`src/rtl/intc_multi_pkg.sv`:
```
// ---------------------------------------------------------------------------
// intc_pkg
// Shared constants for the multi-source interrupt controller: the
// word-addressed register map seen by firmware on the data bus and the bit
// positions of the status flags inside the CLAIM register.
// ---------------------------------------------------------------------------
package intc_pkg;

  // Register select values carried on I_addr
  localparam logic [1:0] INTC_ADDR_ENABLE  = 2'd0;
  localparam logic [1:0] INTC_ADDR_MODE    = 2'd1;
  localparam logic [1:0] INTC_ADDR_PENDING = 2'd2;
  localparam logic [1:0] INTC_ADDR_CLAIM   = 2'd3;

  // Flag positions inside the CLAIM read word
  localparam int INTC_CLAIM_INSV_BIT  = 31;
  localparam int INTC_CLAIM_EMPTY_BIT = 30;

endpackage

```
`src/rtl/intc_multi_if.sv`:
```
// ---------------------------------------------------------------------------
// intc_multi_if
// Groups the firmware register port and the claim/complete handshake of the
// interrupt controller.
//   I_wen / I_addr / I_wdata : register write strobe, select, data
//   O_rdata                  : combinational read data for I_addr
//   I_claim / I_complete     : handler entry / exit pulses
//   O_claim_valid            : one-cycle claim response pulse
//   O_claim_empty            : response carried no source
//   O_claim_id               : ID granted by the last successful claim
// Modports: master drives the requests (core / bench), slave is the
// controller.
// ---------------------------------------------------------------------------
interface intc_multi_if #(
  parameter int NUM_SRC = 8,
  parameter int ID_W    = $clog2(NUM_SRC)
) ();

  logic            I_wen;
  logic [1:0]      I_addr;
  logic [31:0]     I_wdata;
  logic [31:0]     O_rdata;
  logic            I_claim;
  logic            I_complete;
  logic            O_claim_valid;
  logic            O_claim_empty;
  logic [ID_W-1:0] O_claim_id;

  modport master (
    output I_wen, I_addr, I_wdata, I_claim, I_complete,
    input  O_rdata, O_claim_valid, O_claim_empty, O_claim_id
  );

  modport slave (
    input  I_wen, I_addr, I_wdata, I_claim, I_complete,
    output O_rdata, O_claim_valid, O_claim_empty, O_claim_id
  );

endinterface

```
`src/rtl/intc_multi_prio_enc.sv`:
```
// ---------------------------------------------------------------------------
// intc_prio_enc
// Combinational lowest-index-first priority encoder.
//   req_i      : NUM_SRC request vector
//   id_o       : index of the lowest set bit (0 when none set)
//   anyValid_o : at least one request bit is set
// ---------------------------------------------------------------------------
module intc_prio_enc #(
  parameter int NUM_SRC = 8,
  parameter int ID_W    = $clog2(NUM_SRC)
) (
  input  logic [NUM_SRC-1:0] req_i,
  output logic [ID_W-1:0]    id_o,
  output logic               anyValid_o
);

  // Scan from the top down so the last hit, i.e. the lowest index, wins
  always_comb begin
    id_o       = '0;
    anyValid_o = |req_i;
    for (int i = NUM_SRC - 1; i >= 0; i--) begin
      if (req_i[i]) begin
        id_o = ID_W'(i);
      end
    end
  end

endmodule

```
`src/rtl/intc_multi.sv`:
```
// ---------------------------------------------------------------------------
// intc_multi
// Multi-source interrupt controller feeding the single external-interrupt
// input of the RV32E core. Per-source enable and level/edge mode, pending
// tracking, lowest-index-first priority and a single-level claim/complete
// handshake.
//   I_clk  : core clock
//   I_rst  : asynchronous active-low reset
//   I_src  : raw active-high interrupt sources
//   bus    : register port and claim/complete handshake (intc_multi_if.slave)
//   O_irq  : registered request to the core
// Build option: define INTC_SYNC_BYPASS_EN to drop the 2-flop input
// synchroniser when all sources are already synchronous to I_clk
// (rise-to-O_irq latency 2 cycles instead of 4).
// ---------------------------------------------------------------------------
module intc_multi
  import intc_pkg::*;
#(
  parameter int          NUM_SRC    = 8,
  parameter int          ID_W       = $clog2(NUM_SRC),
  parameter logic [31:0] RESET_MODE = 32'h0000_0000
) (
  input  logic               I_clk,
  input  logic               I_rst,
  input  logic [NUM_SRC-1:0] I_src,
  intc_multi_if.slave        bus,
  output logic               O_irq
);

  localparam logic [NUM_SRC-1:0] ModeInit = RESET_MODE[NUM_SRC-1:0];

  logic [NUM_SRC-1:0] sSync;
  logic [NUM_SRC-1:0] sPrev_q;
  logic [NUM_SRC-1:0] enable_q, enable_d;
  logic [NUM_SRC-1:0] mode_q, mode_d;
  logic [NUM_SRC-1:0] pending_q, pending_d;
  logic               inService_q, inService_d;
  logic               claimValid_q, claimValid_d;
  logic               claimEmpty_q, claimEmpty_d;
  logic [ID_W-1:0]    claimId_q, claimId_d;
  logic               irq_q, irq_d;

  logic [NUM_SRC-1:0] eligible;
  logic [NUM_SRC-1:0] rise;
  logic [NUM_SRC-1:0] w1c;
  logic [NUM_SRC-1:0] claimClr;
  logic [NUM_SRC-1:0] toEdge;
  logic [NUM_SRC-1:0] edgeNext;
  logic [ID_W-1:0]    encId;
  logic               encAny;
  logic               inServiceEff;
  logic               unusedWdata;

`ifdef INTC_SYNC_BYPASS_EN
  assign sSync = I_src;
`else
  logic [NUM_SRC-1:0] syncMeta_q;
  logic [NUM_SRC-1:0] syncOut_q;

  // Two-flop synchroniser for sources from other clock domains
  always_ff @(posedge I_clk or negedge I_rst) begin
    if (!I_rst) begin
      syncMeta_q <= '0;
      syncOut_q  <= '0;
    end else begin
      syncMeta_q <= I_src;
      syncOut_q  <= syncMeta_q;
    end
  end

  assign sSync = syncOut_q;
`endif

  assign eligible    = pending_q & enable_q;
  assign rise        = sSync & ~sPrev_q;
  assign unusedWdata = ^bus.I_wdata;

  intc_prio_enc #(
    .NUM_SRC (NUM_SRC),
    .ID_W    (ID_W)
  ) u_prio (
    .req_i      (eligible),
    .id_o       (encId),
    .anyValid_o (encAny)
  );

  // Next-state logic. A complete in the same cycle as a claim is applied
  // first, so the claim is judged against the already-released handler.
  // For edge sources a fresh rising edge beats any clear in the same cycle;
  // level sources simply track the synchronised input, except in the cycle
  // they are switched to edge mode, where the old level is dropped.
  // O_irq uses the next in-service value so it drops on the claim edge.
  always_comb begin
    enable_d     = enable_q;
    mode_d       = mode_q;
    w1c          = '0;
    claimClr     = '0;
    claimValid_d = 1'b0;
    claimEmpty_d = claimEmpty_q;
    claimId_d    = claimId_q;
    inServiceEff = inService_q & ~bus.I_complete;
    inService_d  = inServiceEff;

    if (bus.I_wen) begin
      case (bus.I_addr)
        INTC_ADDR_ENABLE:  enable_d = bus.I_wdata[NUM_SRC-1:0];
        INTC_ADDR_MODE:    mode_d   = bus.I_wdata[NUM_SRC-1:0];
        INTC_ADDR_PENDING: w1c      = bus.I_wdata[NUM_SRC-1:0];
        default:           w1c      = '0;
      endcase
    end

    if (bus.I_claim) begin
      claimValid_d = 1'b1;
      if (inServiceEff) begin
        claimEmpty_d = 1'b1;
      end else if (encAny) begin
        claimEmpty_d = 1'b0;
        claimId_d    = encId;
        inService_d  = 1'b1;
        claimClr     = NUM_SRC'(1) << encId;
      end else begin
        claimEmpty_d = 1'b1;
      end
    end

    toEdge    = mode_d & ~mode_q;
    edgeNext  = (pending_q & ~w1c & ~claimClr) | rise;
    pending_d = (mode_q & edgeNext)
              | (~mode_q & ~toEdge & sSync)
              | (toEdge & rise);

    irq_d = (|eligible) & ~inService_d;
  end

  // State registers
  always_ff @(posedge I_clk or negedge I_rst) begin
    if (!I_rst) begin
      sPrev_q      <= '0;
      enable_q     <= '0;
      mode_q       <= ModeInit;
      pending_q    <= '0;
      inService_q  <= 1'b0;
      claimValid_q <= 1'b0;
      claimEmpty_q <= 1'b0;
      claimId_q    <= '0;
      irq_q        <= 1'b0;
    end else begin
      sPrev_q      <= sSync;
      enable_q     <= enable_d;
      mode_q       <= mode_d;
      pending_q    <= pending_d;
      inService_q  <= inService_d;
      claimValid_q <= claimValid_d;
      claimEmpty_q <= claimEmpty_d;
      claimId_q    <= claimId_d;
      irq_q        <= irq_d;
    end
  end

  // Read mux; bits above the register width read as zero
  always_comb begin
    bus.O_rdata = '0;
    case (bus.I_addr)
      INTC_ADDR_ENABLE:  bus.O_rdata[NUM_SRC-1:0] = enable_q;
      INTC_ADDR_MODE:    bus.O_rdata[NUM_SRC-1:0] = mode_q;
      INTC_ADDR_PENDING: bus.O_rdata[NUM_SRC-1:0] = pending_q;
      default: begin
        bus.O_rdata[ID_W-1:0]             = claimId_q;
        bus.O_rdata[INTC_CLAIM_INSV_BIT]  = inService_q;
        bus.O_rdata[INTC_CLAIM_EMPTY_BIT] = claimEmpty_q;
      end
    endcase
  end

  assign bus.O_claim_valid = claimValid_q;
  assign bus.O_claim_empty = claimEmpty_q;
  assign bus.O_claim_id    = claimId_q;
  assign O_irq             = irq_q;

endmodule

```
`src/flat_wrapper.sv`:
```
// flat-port wrapper written by rule: the top's interface ports become plain ports
module intc_multi_flat import intc_pkg::*;
#(
  parameter int          NUM_SRC    = 8,
  parameter int          ID_W       = $clog2(NUM_SRC),
  parameter logic [31:0] RESET_MODE = 32'h0000_0000
)
  (I_clk, I_rst, I_src, O_irq, bus_I_wen, bus_I_addr, bus_I_wdata, bus_I_claim, bus_I_complete, bus_O_rdata, bus_O_claim_valid, bus_O_claim_empty, bus_O_claim_id);
  intc_multi_if #(.NUM_SRC(NUM_SRC), .ID_W(ID_W)) bus_i ();
  input  logic I_clk;
  input  logic I_rst;
  input  logic [NUM_SRC-1:0] I_src;
  output logic O_irq;
  input wire logic [$bits(bus_i.I_wen)-1:0] bus_I_wen;
  input wire logic [$bits(bus_i.I_addr)-1:0] bus_I_addr;
  input wire logic [$bits(bus_i.I_wdata)-1:0] bus_I_wdata;
  input wire logic [$bits(bus_i.I_claim)-1:0] bus_I_claim;
  input wire logic [$bits(bus_i.I_complete)-1:0] bus_I_complete;
  output wire logic [$bits(bus_i.O_rdata)-1:0] bus_O_rdata;
  output wire logic [$bits(bus_i.O_claim_valid)-1:0] bus_O_claim_valid;
  output wire logic [$bits(bus_i.O_claim_empty)-1:0] bus_O_claim_empty;
  output wire logic [$bits(bus_i.O_claim_id)-1:0] bus_O_claim_id;
  assign bus_i.I_wen = bus_I_wen;
  assign bus_i.I_addr = bus_I_addr;
  assign bus_i.I_wdata = bus_I_wdata;
  assign bus_i.I_claim = bus_I_claim;
  assign bus_i.I_complete = bus_I_complete;
  assign bus_O_rdata = bus_i.O_rdata;
  assign bus_O_claim_valid = bus_i.O_claim_valid;
  assign bus_O_claim_empty = bus_i.O_claim_empty;
  assign bus_O_claim_id = bus_i.O_claim_id;
  intc_multi #(.NUM_SRC(NUM_SRC), .ID_W(ID_W), .RESET_MODE(RESET_MODE)) u_core (.I_clk(I_clk), .I_rst(I_rst), .I_src(I_src), .bus(bus_i), .O_irq(O_irq));
endmodule
```
`config.mk`:
```
export PLATFORM = sky130hd
export DESIGN_NAME = intc_multi_flat
export DESIGN_NICKNAME = d
export VERILOG_FILES = /design/src/rtl/intc_multi_pkg.sv /design/src/rtl/intc_multi_if.sv /design/src/rtl/intc_multi_prio_enc.sv /design/src/rtl/intc_multi.sv /design/src/flat_wrapper.sv
export SDC_FILE = /design/constraint.sdc
export NUM_CORES = 1
export LEC_CHECK = 0
export BUFFER_PORTS_ARGS = -buffer_cell sky130_fd_sc_hd__clkbuf_2
export CAP_MARGIN = 20
export CORE_MARGIN = 1.5
export CORE_UTILIZATION = 45
export DETAILED_ROUTE_END_ITERATION = 16
export PLACE_DENSITY = 0.75
export SYNTH_ARGS = -nofsm -noshare
export SYNTH_HDL_FRONTEND = slang
export SYNTH_HIERARCHICAL = 1
export SYNTH_SLANG_ARGS = --single-unit
```
`constraint.sdc`:
```
create_clock -name I_clk -period 1.84 [get_ports I_clk]
set_input_delay 0.184 -clock I_clk [delete_from_list [all_inputs] [get_ports I_clk]]
set_output_delay 0.184 -clock I_clk [all_outputs]
set_load 0.01 [all_outputs]
```
Word-level counts from Yosys, hierarchy flattened
Cells that the tools add are included.
{ "totals": {"reg_bits": 55, "inputBits": 47, "out_inout_bits": 38, "elab_cells": 65} }
{ "classes": {"eq_ne": 2, "n_shift": 1, "mux": 24, "bitwise_logic": 22, "reduce_logical": 5} }
{ "ops": {"columns": ["operator", "count"], "rows": [
  ["$and 8x8->8", 9],
  ["$mux 8", 7],
  ["$not 8->8", 5],
  ["$mux 3", 8],
  ["$or 8x8->8", 3],
  ["$pmux 5 s3", 1],
  ["$pmux 3 s3", 1],
  ["$reduce_or 8->1", 1],
  ["$shl 1x3->8 const A", 1],
  ["$mux 1", 6],
  ["$not 1->1", 3],
  ["$reduce_and 3->1", 1],
  ["$reduce_or 3->1", 1],
  ["$and 1x1->1", 2],
  ["$eq 2x1->1 const B", 1],
  ["$eq 2x2->1 const B", 1],
  ["$logic_not 2->1", 1],
  ["$mux 2", 1],
  ["$reduce_and 2->1", 1]
]} }

Depth between registers and ports, before layout
Gate-level depths: netlist of the first run.
{ "depth": {"depth_word": 19, "ltp_mapped": 7, "mapped_depth_nobuf": 7} }

By module
Netlist of the first run, hierarchy kept.
{ "modules_own_cells": {"columns": ["module", "n_inst", "cells_each", "area_per_inst_um2", "seq_area_each_um2"], "rows": [
  ["intc_multi", 1, 206, 2473.6, 1376.3],
  ["intc_prio_enc", 1, 13, 81.3, 0.0]
]} }

Worst setup path before layout of the first run
No wires, ideal clock.
{ "synth_path": {"path_kind": "register to register", "startpoint": "reg u_core.pending_q[4]", "endpoint": "reg u_core.pending_q[3]", "setup_time_ns": 0.130, "t_arrival_ns": 1.694, "required_time_ns": 1.710, "slack_ns": 0.016, "stages_incl_launch_ff": 5, "path_buffers": 0, "period_less_slack_ns": 1.824, "path_cell_list": "dfrtp_1 and2_1 o41ai_1 nor4b_1 o21ai_0"} }
{ "synth_between": {"elab_chain_len": 16, "elab_cells_between_ends": 17, "classes_between": "shift (1); mux (8); bitwise (7); reduce/logical (1)"} }
{ "synth_lines": {"columns": ["element", "line", "source"], "rows": [
  ["from (decl)", "intc_multi.sv:36", "logic [NUM_SRC-1:0] pending_q, pending_d;"],
  ["from (signal assigned)", "intc_multi.sv:152", "pending_q <= pending_d;"],
  ["$and 8x8->8", "intc_multi.sv:74", "assign eligible = pending_q & enable_q;"],
  ["via u_core.eligible[4]", "intc_multi.sv:43", "logic [NUM_SRC-1:0] eligible;"],
  ["$mux 3 (5 in a row)", "intc_multi_prio_enc.sv:22", "if (req_i[i]) begin"],
  ["via u_core.encId[0]", "intc_multi.sv:49", "logic [ID_W-1:0] encId;"],
  ["$shl 1x3->8", "intc_multi.sv:121", "claimClr = NUM_SRC'(1) << encId;"],
  ["$mux 8", "intc_multi.sv:117", "end else if (encAny) begin"],
  ["$mux 8", "intc_multi.sv:115", "if (inServiceEff) begin"],
  ["$mux 8", "intc_multi.sv:113", "if (bus.I_claim) begin"],
  ["$not 8->8", "intc_multi.sv:128", "edgeNext = (pending_q & ~w1c & ~claimClr) | rise;"],
  ["$and 8x8->8", "intc_multi.sv:128", null],
  ["$or 8x8->8", "intc_multi.sv:128", null],
  ["$and 8x8->8", "intc_multi.sv:129", "pending_d = (mode_q & edgeNext)"],
  ["$or 8x8->8", "intc_multi.sv:130", "| (~mode_q & ~toEdge & sSync)"],
  ["$or 8x8->8", "intc_multi.sv:131", "| (toEdge & rise);"],
  ["via u_core.pending_d[3]", "intc_multi.sv:36", null]
]} }
The timed path passes the listed nets, and every way through them passes these cells.
A chain may end at the register's enable or synchronous reset.

Worst setup path after layout of the first run
{ "layout_path": {"startpoint": "reg u_core.enable_q[3]", "endpoint": "reg u_core.pending_q[6]"} }
{ "layout_between": {"elab_chain_len": 15, "elab_cells_between_ends": 16, "classes_between": "shift (1); mux (7); bitwise (7); reduce/logical (1)"} }
{ "layout_lines": {"columns": ["element", "line", "source"], "rows": [
  ["from (decl)", "intc_multi.sv:34", "logic [NUM_SRC-1:0] enable_q, enable_d;"],
  ["from (signal assigned)", "intc_multi.sv:150", "enable_q <= enable_d;"],
  ["$and 8x8->8", "intc_multi.sv:74", null],
  ["via u_core.eligible[3]", "intc_multi.sv:43", null],
  ["$mux 3 (4 in a row)", "intc_multi_prio_enc.sv:22", null],
  ["via u_core.encId[0]", "intc_multi.sv:49", null],
  ["$shl 1x3->8", "intc_multi.sv:121", null],
  ["$mux 8", "intc_multi.sv:117", null],
  ["$mux 8", "intc_multi.sv:115", null],
  ["$mux 8", "intc_multi.sv:113", null],
  ["$not 8->8", "intc_multi.sv:128", null],
  ["$and 8x8->8", "intc_multi.sv:128", null],
  ["$or 8x8->8", "intc_multi.sv:128", null],
  ["$and 8x8->8", "intc_multi.sv:129", null],
  ["$or 8x8->8", "intc_multi.sv:130", null],
  ["$or 8x8->8", "intc_multi.sv:131", null],
  ["via u_core.pending_d[6]", "intc_multi.sv:36", null]
]} }
The timed path passes the listed nets, and every way through them passes these cells.

==> metrics.md, run 1 <==
| Metric | Value |
|---|---|
| Final Wtd Congestion | a little over 0.8 |
| Mean area per synthesized cell | 11.7 um2 |
| Max-slew headroom | a little under three fifths |
| Power Density | 1010 nW/um2 |
| CTS Buf Count | 5 |
| Crit path max fanout | 6 |
| Max cap viols | 0 |
| Width of the die | between 70 and 80 um |
| 1st-iter DRT viols | ~110 |
| Startpoint Class | register |
| Pwr Total | just over 3 mW |
| Share of cells above drive strength 1 | between 30 and 40% |
| Count of different cell masters after synthesis | 33 |
| Total Wirelength | ~5000 um |
| # IOs | 85 |
| Seq pwr share | between 40% and 50% |
| Post-synth EDFFs | 0 |
| Worst-path clk slew | approximately 0.090 ns |
| Layout Area Growth over Synthesis | 20.2% |
| FFs w/ async S/R, synth | 100% |
| Drt drc | 0 |
| Final net count | between 300 and 400 |
| Routed Antenna Nets | 0 |
| Post-Synthesis Cells | approximately 220 |
| First-pass GRT wire length | between 7000 and 8000 um |
| GRT Residual Overflow | 0 |
| Outcome | finished clean |
| Post-Syn Area | around 2600 um2 |
| CTS Root Cell | clkbuf_8 |
| Seq/Total Area, Yosys | a little over half |
| CP required | 2.02 ns |
| CTS tree | done |
| Vias in the first global route | ~1.7k |
| # H-tree levels | 2 |
| Yosys top cell area share | roughly 54% |
| Psw | between 0.9 and 1 mW |
| Yosys warnings | 6 |
| Clock Path Buffers | 2 |
| Top cells by area, synth | dfrtp_1 (54%), mux2_2 (7.5%), buf_4 (6.5%) |
| Multi-input gate area | roughly 1100 um2 |
| Layout Cells excl Fill | 350 |
| # port buffers | 38 |
| Clock power frac | between 20% and 30% |
| Worst Path Arrival | around 1.9 ns |
| Max IR drop VDD | between 0.4 and 0.5 mV |
| Final hold vios | 0 |
| Least-Margin Pin Slew | around 0.67 ns |
| Core area | ~5500 um2 |
| Global Route Usage Sum | 16.7% |
| N_diodes | 0 |
| Crit path cell chain | and2_1 > nor2b_1 > o21bai_1 > o41ai_2 > buf_4 > nor4_1 > o21ai_0 |
| Final Max Slew Viols | 0 |
| Vias | ~1.8k |
| Synth Flop Type | dfrtp_1 |
| Unrepaired setup endpoints after global routing | true |
| Fin util | roughly 56% |
| P_leak | between 1 and 1.5 nW |
| Initial antenna violation count | 0 |
| Fin crit period | around 1.8 ns |
| DR pass1 iterations | 4 |
| Slowest-stage cell, CP | dfrtp_1 |
| Placed cells | ~330 |
| Routed WL per cell | around 14 um |
| Internal power | 2.15 mW |
| Setup crit end kind | register |
| Hpwl dp | about 3400 um |
| Final setup vio count | 0 |
| Buffer and inverter count on the worst path | 1 |
| Period Utilization, post-route | approximately 96% |
| Family with the most delay on the worst path | simple AND/OR/NAND/NOR gates |
| Count leader, synth | dfrtp_1 |
| Combinational Power Share | 30.0% |
| Maximum achievable frequency | between 500 and 600 MHz |
| Die Height | a little under 80 um |
| Post-CTS Setup Bufs | 0 |
| CTS sink count | between 50 and 60 |
| Worst Hold Class | in -> reg |
| Clock Latency Late Sink | ~0.3 ns |
| Synth Register Bits | 55 |
| Slowest stage delay, CP | 0.40 ns |
| Die Area | just over 6000 um2 |
| Register area | about 1400 um2 |
| Clock skew | about 0.0058 ns |
| Synth top cells by count | dfrtp_1 (55), nand2_1 (31), buf_4 (22) |
| Vias per Instance | 5.09 |
| Critical path class | reg -> reg |
| Switching portion of total power | between 30% and 40% |
| Initial core utilization | 46.4% |
| Rows | 27 |
| Number of fill cells | 473 |
| Largest net degree at the start of global routing | 37 |
| Area leader, netlist | dfrtp_1 |
[layer usage]
metal	wire length [um]	GRT usage (%)
met1	2200	21.1
met2	2410	27.6
met3	236	3.84
met4	98	7.32
met5	0	0
[cells in the final DEF (no fill, tap or decap), types with 6 or more instances in the layout]
cell type	n
o211ai_1	16
and2_1	6
dlygate4sd3_1	9
o21ai_0	13
nand2_1	31
buf_4	12
mux2_2	17
conb_1	22
clkbuf_2	38
clkbuf_8	6
dfrtp_1	55
nor2_1	6
[worst paths after layout]
| kind | startpoint | endpoint | slack [ns] | depth (start not counted) |
|---|---|---|---|---|
| worst max register to register | u_core/enable_q[3]$_DFFE_PN0P_ | u_core/pending_q[6]$_DFF_PN0_ | 0.08 | 7 |
| min in group asynchronous | I_rst | u_core/sPrev_q[2]$_DFF_PN0_ | 0.38 | 2 |
| worst max-delay path | u_core/enable_q[3]$_DFFE_PN0P_ | u_core/pending_q[6]$_DFF_PN0_ | 0.08 | 7 |
| worst min-delay path | bus_I_claim | u_core/bus.O_claim_valid$_DFF_PN0_ | 0.02 | 1 |
| max in group asynchronous | I_rst | u_core/pending_q[5]$_DFF_PN0_ | 0.90 | 3 |
| worst min register to register | u_core/syncMeta_q[6]$_DFF_PN0_ | u_core/sSync[6]$_DFF_PN0_ | 0.35 | 0 |
[cell type report]
type	count	area share, %
flip-flops and latches	55	44.8
inverters	1	0.122
clock inverters	1	0.163
repair buffers	60	12.7
multi-input cells	155	36.6
clock buffers	6	2.69
well taps	72	2.93
[power groups by stage]
stage	registers, mW	logic (mW)	clock network (mW)
6_report	1.50	0.931	0.663
5_1_grt	1.53	1.01	0.733
4_1_cts	1.50	0.869	0.685
3_5_place_dp	1.53	0.813	0
3_3_place_gp	1.52	0.791	0
2_1_floorplan	1.51	0.525	0
[registers in the layout (all words and copies together) (netlist names)]
| register | cells |
|---|---|
| u_core/bus.O_claim_id | 3 |
| u_core/syncMeta_q | 8 |
| u_core/bus.O_claim_empty | 1 |
| u_core/sPrev_q | 8 |
| u_core/O_irq | 1 |
| u_core/enable_q | 8 |
| u_core/inService_q | 1 |
| u_core/mode_q | 8 |
| u_core/pending_q | 8 |
| u_core/sSync | 8 |
| u_core/bus.O_claim_valid | 1 |
[repair_timing]
action	CTS	global route
pin swaps	0	1
hold buffers	9	0
setup endpoints to repair	3	8
hold endpoints to repair	27	0
resized for setup	5	14
[cells by family (layout without fill, tap and decap cells)]
family,count (synthesis),count (layout),synth area share [%]
buffers and inverters,30,68,8.72
AOI/OAI and AO/OA,35,35,8.82
other,1,22,0.147
and+or+nand+nor,71,71,15.5
DFF,55,55,53.9
muxes,27,27,13.0
[per-stage QoR]
stage | hold slack (ns) | setup TNS, ns | area [um2] | setup WS (ns)
after floorplan | -0.112 | 0 | 2630 | 0.0159
after global placement | 0.187 | -0.0217 | 2810 | -0.0215
after detailed placement | 0.193 | -0.0791 | 2810 | -0.0413
after CTS | 0.0149 | -0.0204 | 3010 | -0.0204
after global routing | 0.0114 | -0.0658 | 3070 | -0.0338
final | 0.0216 | 0 | 3070 | 0.0759
Power figures use the tool's default switching activity.
==> run 2: changes to the inputs <==
Settings changed: CORE_UTILIZATION 45 to 30, HOLD_SLACK_MARGIN set to 0.08, PLACE_DENSITY 0.75 to unset.
==> run 2 against run 1 <==
  * Hold slack better by 0.11 ns
  * Critical path type unchanged
  * Sequential share of layout area decreased by 2.4 points
  * Via count up 1.9%
  * Critical path depth is the same
  * Sequential cell count did not move
  * Maximum frequency fell by 2.2%
  * Register-to-register slack got worse by 0.04 ns
  * Highest routed layer unchanged
==> metrics.md, run 2 (same netlist as run 1, synthesis figures left out) <==
| Metric | Value |
|---|---|
| Clock skew | 0.00466 ns (was 0.00582 ns) |
| Final hold vios | 0 (unchanged) |
| Crit path max fanout | 4 (was 6) |
| Die Area | 9080 um2 (was 6140 um2) |
| # port buffers | 38 (unchanged) |
| Commonest non-fill, non-tap cell in the layout | dfrtp_1 (unchanged) |
| Worst Hold Class | in -> reg (unchanged) |
| Layout Cells excl Fill | 396 (was 350) |
| Final setup vio count | 0 (unchanged) |
| Clock Path Buffers | 2 (unchanged) |
| First-pass GRT wire length | 8880 um (was 7910 um) |
| Die Height | 95.3 um (was 78.4 um) |
| Initial antenna violation count | 0 (unchanged) |
| Period Utilization, post-route | 98.1% (was 95.9%) |
| CP required | 2.03 ns (was 2.02 ns) |
| Hold slack | 0.131 ns (was 0.0216 ns) |
| Clock Latency Late Sink | 0.31 ns (was 0.30 ns) |
| Fin crit period | 1.80 ns (was 1.76 ns) |
| Max cap viols | 0 (unchanged) |
| Global Route Usage Sum | 13.0% (was 16.7%) |
| CTS sink count | 55 (unchanged) |
| Initial core utilization | 31.1% (was 46.4%) |
| Drt drc | 0 (unchanged) |
| Width of the die | 95.3 um (was 78.4 um) |
| Routed Antenna Nets | 0 (unchanged) |
| Critical path class | reg -> reg (unchanged) |
| Power Density | 1000 nW/um2 (was 1010 nW/um2) |
| Total Wirelength | 5500 um (was 4940 um) |
| Pwr Total | 3.26 mW (was 3.10 mW) |
| Core area | 8220 um2 (was 5510 um2) |
| Max IR drop VDD | 0.317 mV (was 0.465 mV) |
| Startpoint Class | register (unchanged) |
| Placed Area | 2900 um2 (was 2810 um2) |
| Rows | 33 (was 27) |
| Outcome | finished clean (unchanged) |
| N_diodes | 0 (unchanged) |
| Final Wtd Congestion | 0.818 (was 0.816) |
| Max-slew headroom | 57.3% (was 55.1%) |
| Setup TNS | 0 ns (unchanged) |
| Layout Area Growth over Synthesis | 27.2% (was 20.2%) |
| Routed WL per cell | 13.9 um (was 14.1 um) |
| Largest net degree at the start of global routing | 56 (was 37) |
| Worst Path Arrival | 2.00 ns (was 1.94 ns) |
| # IOs | 85 (unchanged) |
| Number of fill cells | 801 (was 473) |
| Unrepaired setup endpoints after global routing | true (unchanged) |
| Least-Margin Pin Slew | 0.638 ns (was 0.670 ns) |
| Setup crit end kind | register (unchanged) |
| Worst-path clk slew | 0.10 ns (was 0.09 ns) |
| Fin util | 39.5% (was 55.8%) |
| GRT Residual Overflow | 0 (unchanged) |
| Fin worst setup slack | 0.0355 ns (was 0.0759 ns) |
| 1st-iter DRT viols | 110 (was 113) |
| # H-tree levels | 2 (unchanged) |
| DP Worst Slack | -0.0575 ns (was -0.0413 ns) |
| Hpwl dp | 3640 um (was 3430 um) |
| DR pass1 iterations | 4 (unchanged) |
| P_leak | 1.47 nW (was 1.40 nW) |
| CTS Buf Count | 5 (unchanged) |
| Most frequent cells in the layout | dfrtp_1 (55), clkbuf_2 (38), nand2_1 (30), conb_1 (22), buf_4 (21) (was dfrtp_1 (55), clkbuf_2 (38), nand2_1 (31), conb_1 (22), mux2_2 (17)) |
| Final Max Slew Viols | 0 (unchanged) |
| Share of cells above drive strength 1 | 37.8% (was 34.5%) |
| Final instance area | 3250 um2 (was 3070 um2) |
| Final net count | 337 (was 325) |
| CTS Root Cell | clkbuf_8 (unchanged) |
| Vias | 1,814 (was 1,781) |
| Maximum achievable frequency | 554 MHz (was 567 MHz) |
| CTS tree | done (unchanged) |
| Vias in the first global route | 1,766 (was 1,732) |
| Placed cells | 374 (was 334) |
| Vias per Instance | 4.58 (was 5.09) |
==> run 2: area by class of cell <==
class	count	area, um2	area share (%)
clock inverters	1	5.00	0.154
multi-input cells	155	1150	35.3
well taps	105	131	4.04
flip-flops and latches	55	1380	42.4
repair buffers	72	508	15.6
clock buffers	7	76.3	2.35
inverters	1	3.75	0.116
==> run 2: worst max-delay path: stages (launching register included) <==
cell      delay [ns]
dfrtp_1         0.41
and2_1          0.20
nor2_2          0.24
and3b_2         0.27
buf_4           0.12
nand2b_1        0.07
nor4b_2         0.26
o21ai_0         0.11
==> run 2: routing by layer <==
layer | track usage [%] | vias to the layer above | share of wire (%) | wire (um)
met5 | 0 | - | 0 | 0
met4 | 4.85 | 0 | 1.5 | 80
met3 | 3.19 | 6 | 5.3 | 293
met2 | 19.7 | 51 | 47 | 2570
met1 | 17.8 | 889 | 46 | 2560
li1 | - | 868 | - | -
==> run 2: report_power, final <==
group / switching (mW) / total, mW / internal (mW) / leakage (nW)
registers: 0.117 / 1.50 / 1.38 / 0.646
logic: 0.518 / 1.09 / 0.576 / 0.780
clock network: 0.394 / 0.663 / 0.269 / 0.0422
total: 1.03 / 3.26 / 2.23 / 1.47
==> run 2: final timing paths <==
| kind | startpoint | cells past startpoint | slack (ns) | end |
|---|---|---|---|---|
| max in group asynchronous | I_rst | 3 | 1.20 | u_core/pending_q[7]$_DFF_PN0_ |
| min | bus_I_wdata[6] | 2 | 0.13 | u_core/mode_q[6]$_DFF_PN0_ |
| max reg2reg | u_core/enable_q[3]$_DFFE_PN0P_ | 7 | 0.04 | u_core/pending_q[5]$_DFF_PN0_ |
| max | u_core/enable_q[3]$_DFFE_PN0P_ | 7 | 0.04 | u_core/pending_q[5]$_DFF_PN0_ |
| min in group asynchronous | I_rst | 3 | 0.40 | u_core/syncMeta_q[3]$_DFF_PN0_ |
| min reg2reg | u_core/syncMeta_q[4]$_DFF_PN0_ | 0 | 0.36 | u_core/sSync[4]$_DFF_PN0_ |
==> run 2: what timing repair did <==
action                     in CTS  in global routing
cloned                          0                  1
buffers inserted                3                  1
hold buffers                   10                  0
resized for setup               5                 28
setup endpoints to repair       3                 13
pin swaps                       1                  6
hold endpoints to repair       64                  0
==> run 3: changes to the inputs <==
Settings changed: CORE_UTILIZATION 30 to 40, PLACE_DENSITY set to 0.68, RECOVER_POWER set to 100.
==> run 3 against run 2 <==
  * Die area is 24% lower
  * Final cell count is 9.1% lower
  * Design area is 3.7% lower
  * Via count is 0.61% higher
  * Global-route usage is 2.8 points higher
  * Clock skew hardly changed
==> metrics.md, run 3 (same netlist as run 1, synthesis figures left out) <==
| Metric | Value |
|---|---|
| Combinational Power Share | 29.0% (was 33.6%) |
| CTS Buf Count | 5 (unchanged) |
| Number of fill cells | 570 (was 801) |
| Die Height | 82.9 um (was 95.3 um) |
| P_leak | 1.41 nW (was 1.47 nW) |
| Fin crit period | 1.80 ns (about the same) |
| Clock skew | 0.00492 ns (was 0.00466 ns) |
| Max IR drop VDD | 0.533 mV (was 0.317 mV) |
| Max cap viols | 0 (unchanged) |
| Slowest-stage cell, CP | dfrtp_1 (unchanged) |
| Rows | 28 (was 33) |
| Critical R2R Capture | u_core/pending_q[3]$_DFF_PN0_ (was u_core/pending_q[5]$_DFF_PN0_) |
| Initial core utilization | 42.2% (was 31.1%) |
| Initial antenna violation count | 0 (unchanged) |
| Core area | 6060 um2 (was 8220 um2) |
| Internal power | 2.31 mW (was 2.23 mW) |
| # port buffers | 38 (unchanged) |
| Setup crit end kind | register (unchanged) |
| Worst r2r src | u_core/pending_q[4]$_DFF_PN0_ (was u_core/enable_q[3]$_DFFE_PN0P_) |
| Hold endpoint | u_core/mode_q[6]$_DFF_PN0_ (unchanged) |
| Total Wirelength | 5220 um (was 5500 um) |
| # H-tree levels | 2 (unchanged) |
| Power Density | 1050 nW/um2 (was 1000 nW/um2) |
| Startpoint Class | register (unchanged) |
| Worst-path clk slew | 0.09 ns (was 0.10 ns) |
| Routed wl met3 | 263 um (was 293 um) |
| Buffer and inverter count on the worst path | 0 (was 1) |
| Final setup vio count | 0 (unchanged) |
| R2R Setup Slk | 0.04 ns (about the same) |
| Vias in the first global route | 1,788 (was 1,766) |
| 1st-iter DRT viols | 110 (unchanged) |
| Psw | 0.986 mW (was 1.03 mW) |
| Outcome | finished clean (unchanged) |
| Crit path max fanout | 3 (was 4) |
| Clock Latency Late Sink | 0.31 ns (about the same) |
| Final net count | 331 (was 337) |
| Layout Cells excl Fill | 360 (was 396) |
| Final Max Slew Viols | 0 (unchanged) |
| Die Area | 6880 um2 (was 9080 um2) |
| Period Utilization, post-route | 97.6% (was 98.1%) |
| Clock Path Buffers | 2 (unchanged) |
| DR pass1 iterations | 4 (unchanged) |
| # IOs | 85 (unchanged) |
| Seq pwr share | 45.7% (was 46.0%) |
| Share of cells above drive strength 1 | 30.9% (was 37.8%) |
| Least-Margin Pin Slew | 0.690 ns (was 0.638 ns) |
| Worst Path Arrival | 2.00 ns (about the same) |
| Slowest stage delay, CP | 0.39 ns (was 0.41 ns) |
| Clock power frac | 25.3% (was 20.4%) |
| Max-slew headroom | 54.0% (was 57.3%) |
| Switching portion of total power | 29.9% (was 31.6%) |
| Met1 Wirelength | 2410 um (was 2560 um) |
| Family with the most delay on the worst path | simple AND/OR/NAND/NOR gates (unchanged) |
| Routed WL per cell | 14.5 um (was 13.9 um) |
| CTS Root Cell | clkbuf_8 (unchanged) |
| Worst Hold Class | in -> reg (unchanged) |
| First-pass GRT wire length | 8690 um (was 8880 um) |
| Hold path startpoint | bus_I_wdata[6] (unchanged) |
| Uppermost routed layer | met4 (unchanged) |
| Layout Area Growth over Synthesis | 22.5% (was 27.2%) |
| Largest net degree at the start of global routing | 56 (unchanged) |
| Vias | 1,825 (was 1,814) |
| Met2 WL | 2460 um (was 2570 um) |
| Drt drc | 0 (unchanged) |
| Final hold vios | 0 (unchanged) |
| Pwr Total | 3.30 mW (was 3.26 mW) |
| Routed Antenna Nets | 0 (unchanged) |
| Hpwl dp | 3550 um (was 3640 um) |
| Crit path cell chain | and2_4 > nor4_4 > and3b_1 > nand2b_1 > nor4b_2 > o21ai_1 (was and2_1 > nor2_2 > and3b_2 > buf_4 > nand2b_1 > nor4b_2 > o21ai_0) |
| Most frequent cells in the layout | dfrtp_1 (55), nand2_1 (30), clkbuf_2 (26), conb_1 (22), buf_4 (18) (was dfrtp_1 (55), clkbuf_2 (38), nand2_1 (30), conb_1 (22), buf_4 (21)) |
| R2R depth | 6 (was 7) |
| Vias per Instance | 5.07 (was 4.58) |
| Hold Path Depth | 2 (unchanged) |
| Global Route Usage Sum | 15.8% (was 13.0%) |
| Critical path class | reg -> reg (unchanged) |
| Width of the die | 82.9 um (was 95.3 um) |
| N_diodes | 0 (unchanged) |
| Final Wtd Congestion | 0.846 (was 0.818) |
| Unrepaired setup endpoints after global routing | true (unchanged) |
| GRT Residual Overflow | 0 (unchanged) |
| Placed cells | 338 (was 374) |
| Maximum achievable frequency | 557 MHz (was 554 MHz) |
| Commonest non-fill, non-tap cell in the layout | dfrtp_1 (unchanged) |
| CTS sink count | 55 (unchanged) |
| CP required | 2.04 ns (was 2.03 ns) |
| CTS tree | done (unchanged) |
run 3: cell count changes in the layout (fill, tap and decap cells not counted), moves of 2 or more:
| cell | previous run | this run |
|---|---|---|
| clkbuf_2 | 38 | 26 |
| buf_4 | 21 | 18 |
| nor2_1 | 6 | 9 |
| nor2_2 | 2 | 0 |
| nor4b_4 | 0 | 2 |
| clkbuf_1 | 2 | 12 |
run 3: cell type report:
class | instances | area [um2] | share of cell area [%]
clock buffers | 6 | 82.6 | 2.64
clock inverters | 2 | 35.0 | 1.12
flip-flops and latches | 55 | 1380 | 44.0
inverters | 1 | 3.75 | 0.120
well taps | 75 | 93.8 | 3.00
repair buffers | 66 | 410 | 13.1
multi-input cells | 155 | 1130 | 36.0
run 3: worst max-delay path by stage:
stage,startpoint,to,cells past startpoint,slack [ns]
finish,u_core/pending_q[4]$_DFF_PN0_,u_core/pending_q[3]$_DFF_PN0_,6,0.04
global route,u_core/pending_q[4]$_DFF_PN0_,u_core/pending_q[3]$_DFF_PN0_,9,-0.05
CTS,u_core/enable_q[6]$_DFFE_PN0P_,u_core/pending_q[1]$_DFF_PN0_,6,0.006
detailed placement,u_core/pending_q[4]$_DFF_PN0_,u_core/pending_q[7]$_DFF_PN0_,9,-0.02
global placement,u_core/enable_q[6]$_DFFE_PN0P_,u_core/pending_q[3]$_DFF_PN0_,6,-0.02
floorplan,u_core/pending_q[4]$_DFF_PN0_,u_core/pending_q[3]$_DFF_PN0_,4,0.02
run 3: metrics by stage:
step | setup WS [ns] | util [%] | TNS (ns) | area (um2) | hold slack, ns
2_1_floorplan | 0.0159 | - | 0 | 2630 | -0.112
3_3_place_gp | -0.0151 | 46.3 | -0.0151 | 2800 | 0.292
3_5_place_dp | -0.0196 | 46.3 | -0.0365 | 2800 | 0.294
4_1_cts | 0.00620 | 50.1 | 0 | 3030 | 0.141
5_1_grt | -0.0524 | 51.6 | -0.112 | 3130 | 0.153
6_report | 0.0448 | 51.6 | 0 | 3130 | 0.139
run 3: per-layer routing:
layer | vias to the layer above | GRT usage, %
met3 | 7 | 4.77
met5 | - | 0
met2 | 56 | 24.6
li1 | 858 | -
met4 | 0 | 5.76
met1 | 904 | 21.0
run 3: power groups by stage:
stage | logic (mW) | registers (mW) | clock network (mW)
global placement | 0.793 | 1.52 | 0
finish | 0.955 | 1.50 | 0.835
floorplan | 0.525 | 1.51 | 0
global route | 1.04 | 1.53 | 0.894
CTS | 0.837 | 1.50 | 0.854
detailed placement | 0.807 | 1.53 | 0
run 3: timing repair:
action | in CTS | in global routing
buffers inserted | 0 | 4
endpoints found under the hold margin | 64 | 0
setup endpoints to repair | 2 | 8
hold buffers | 10 | 0
gates resized for setup | 2 | 22
pin swaps | 0 | 7
cloned | 0 | 0
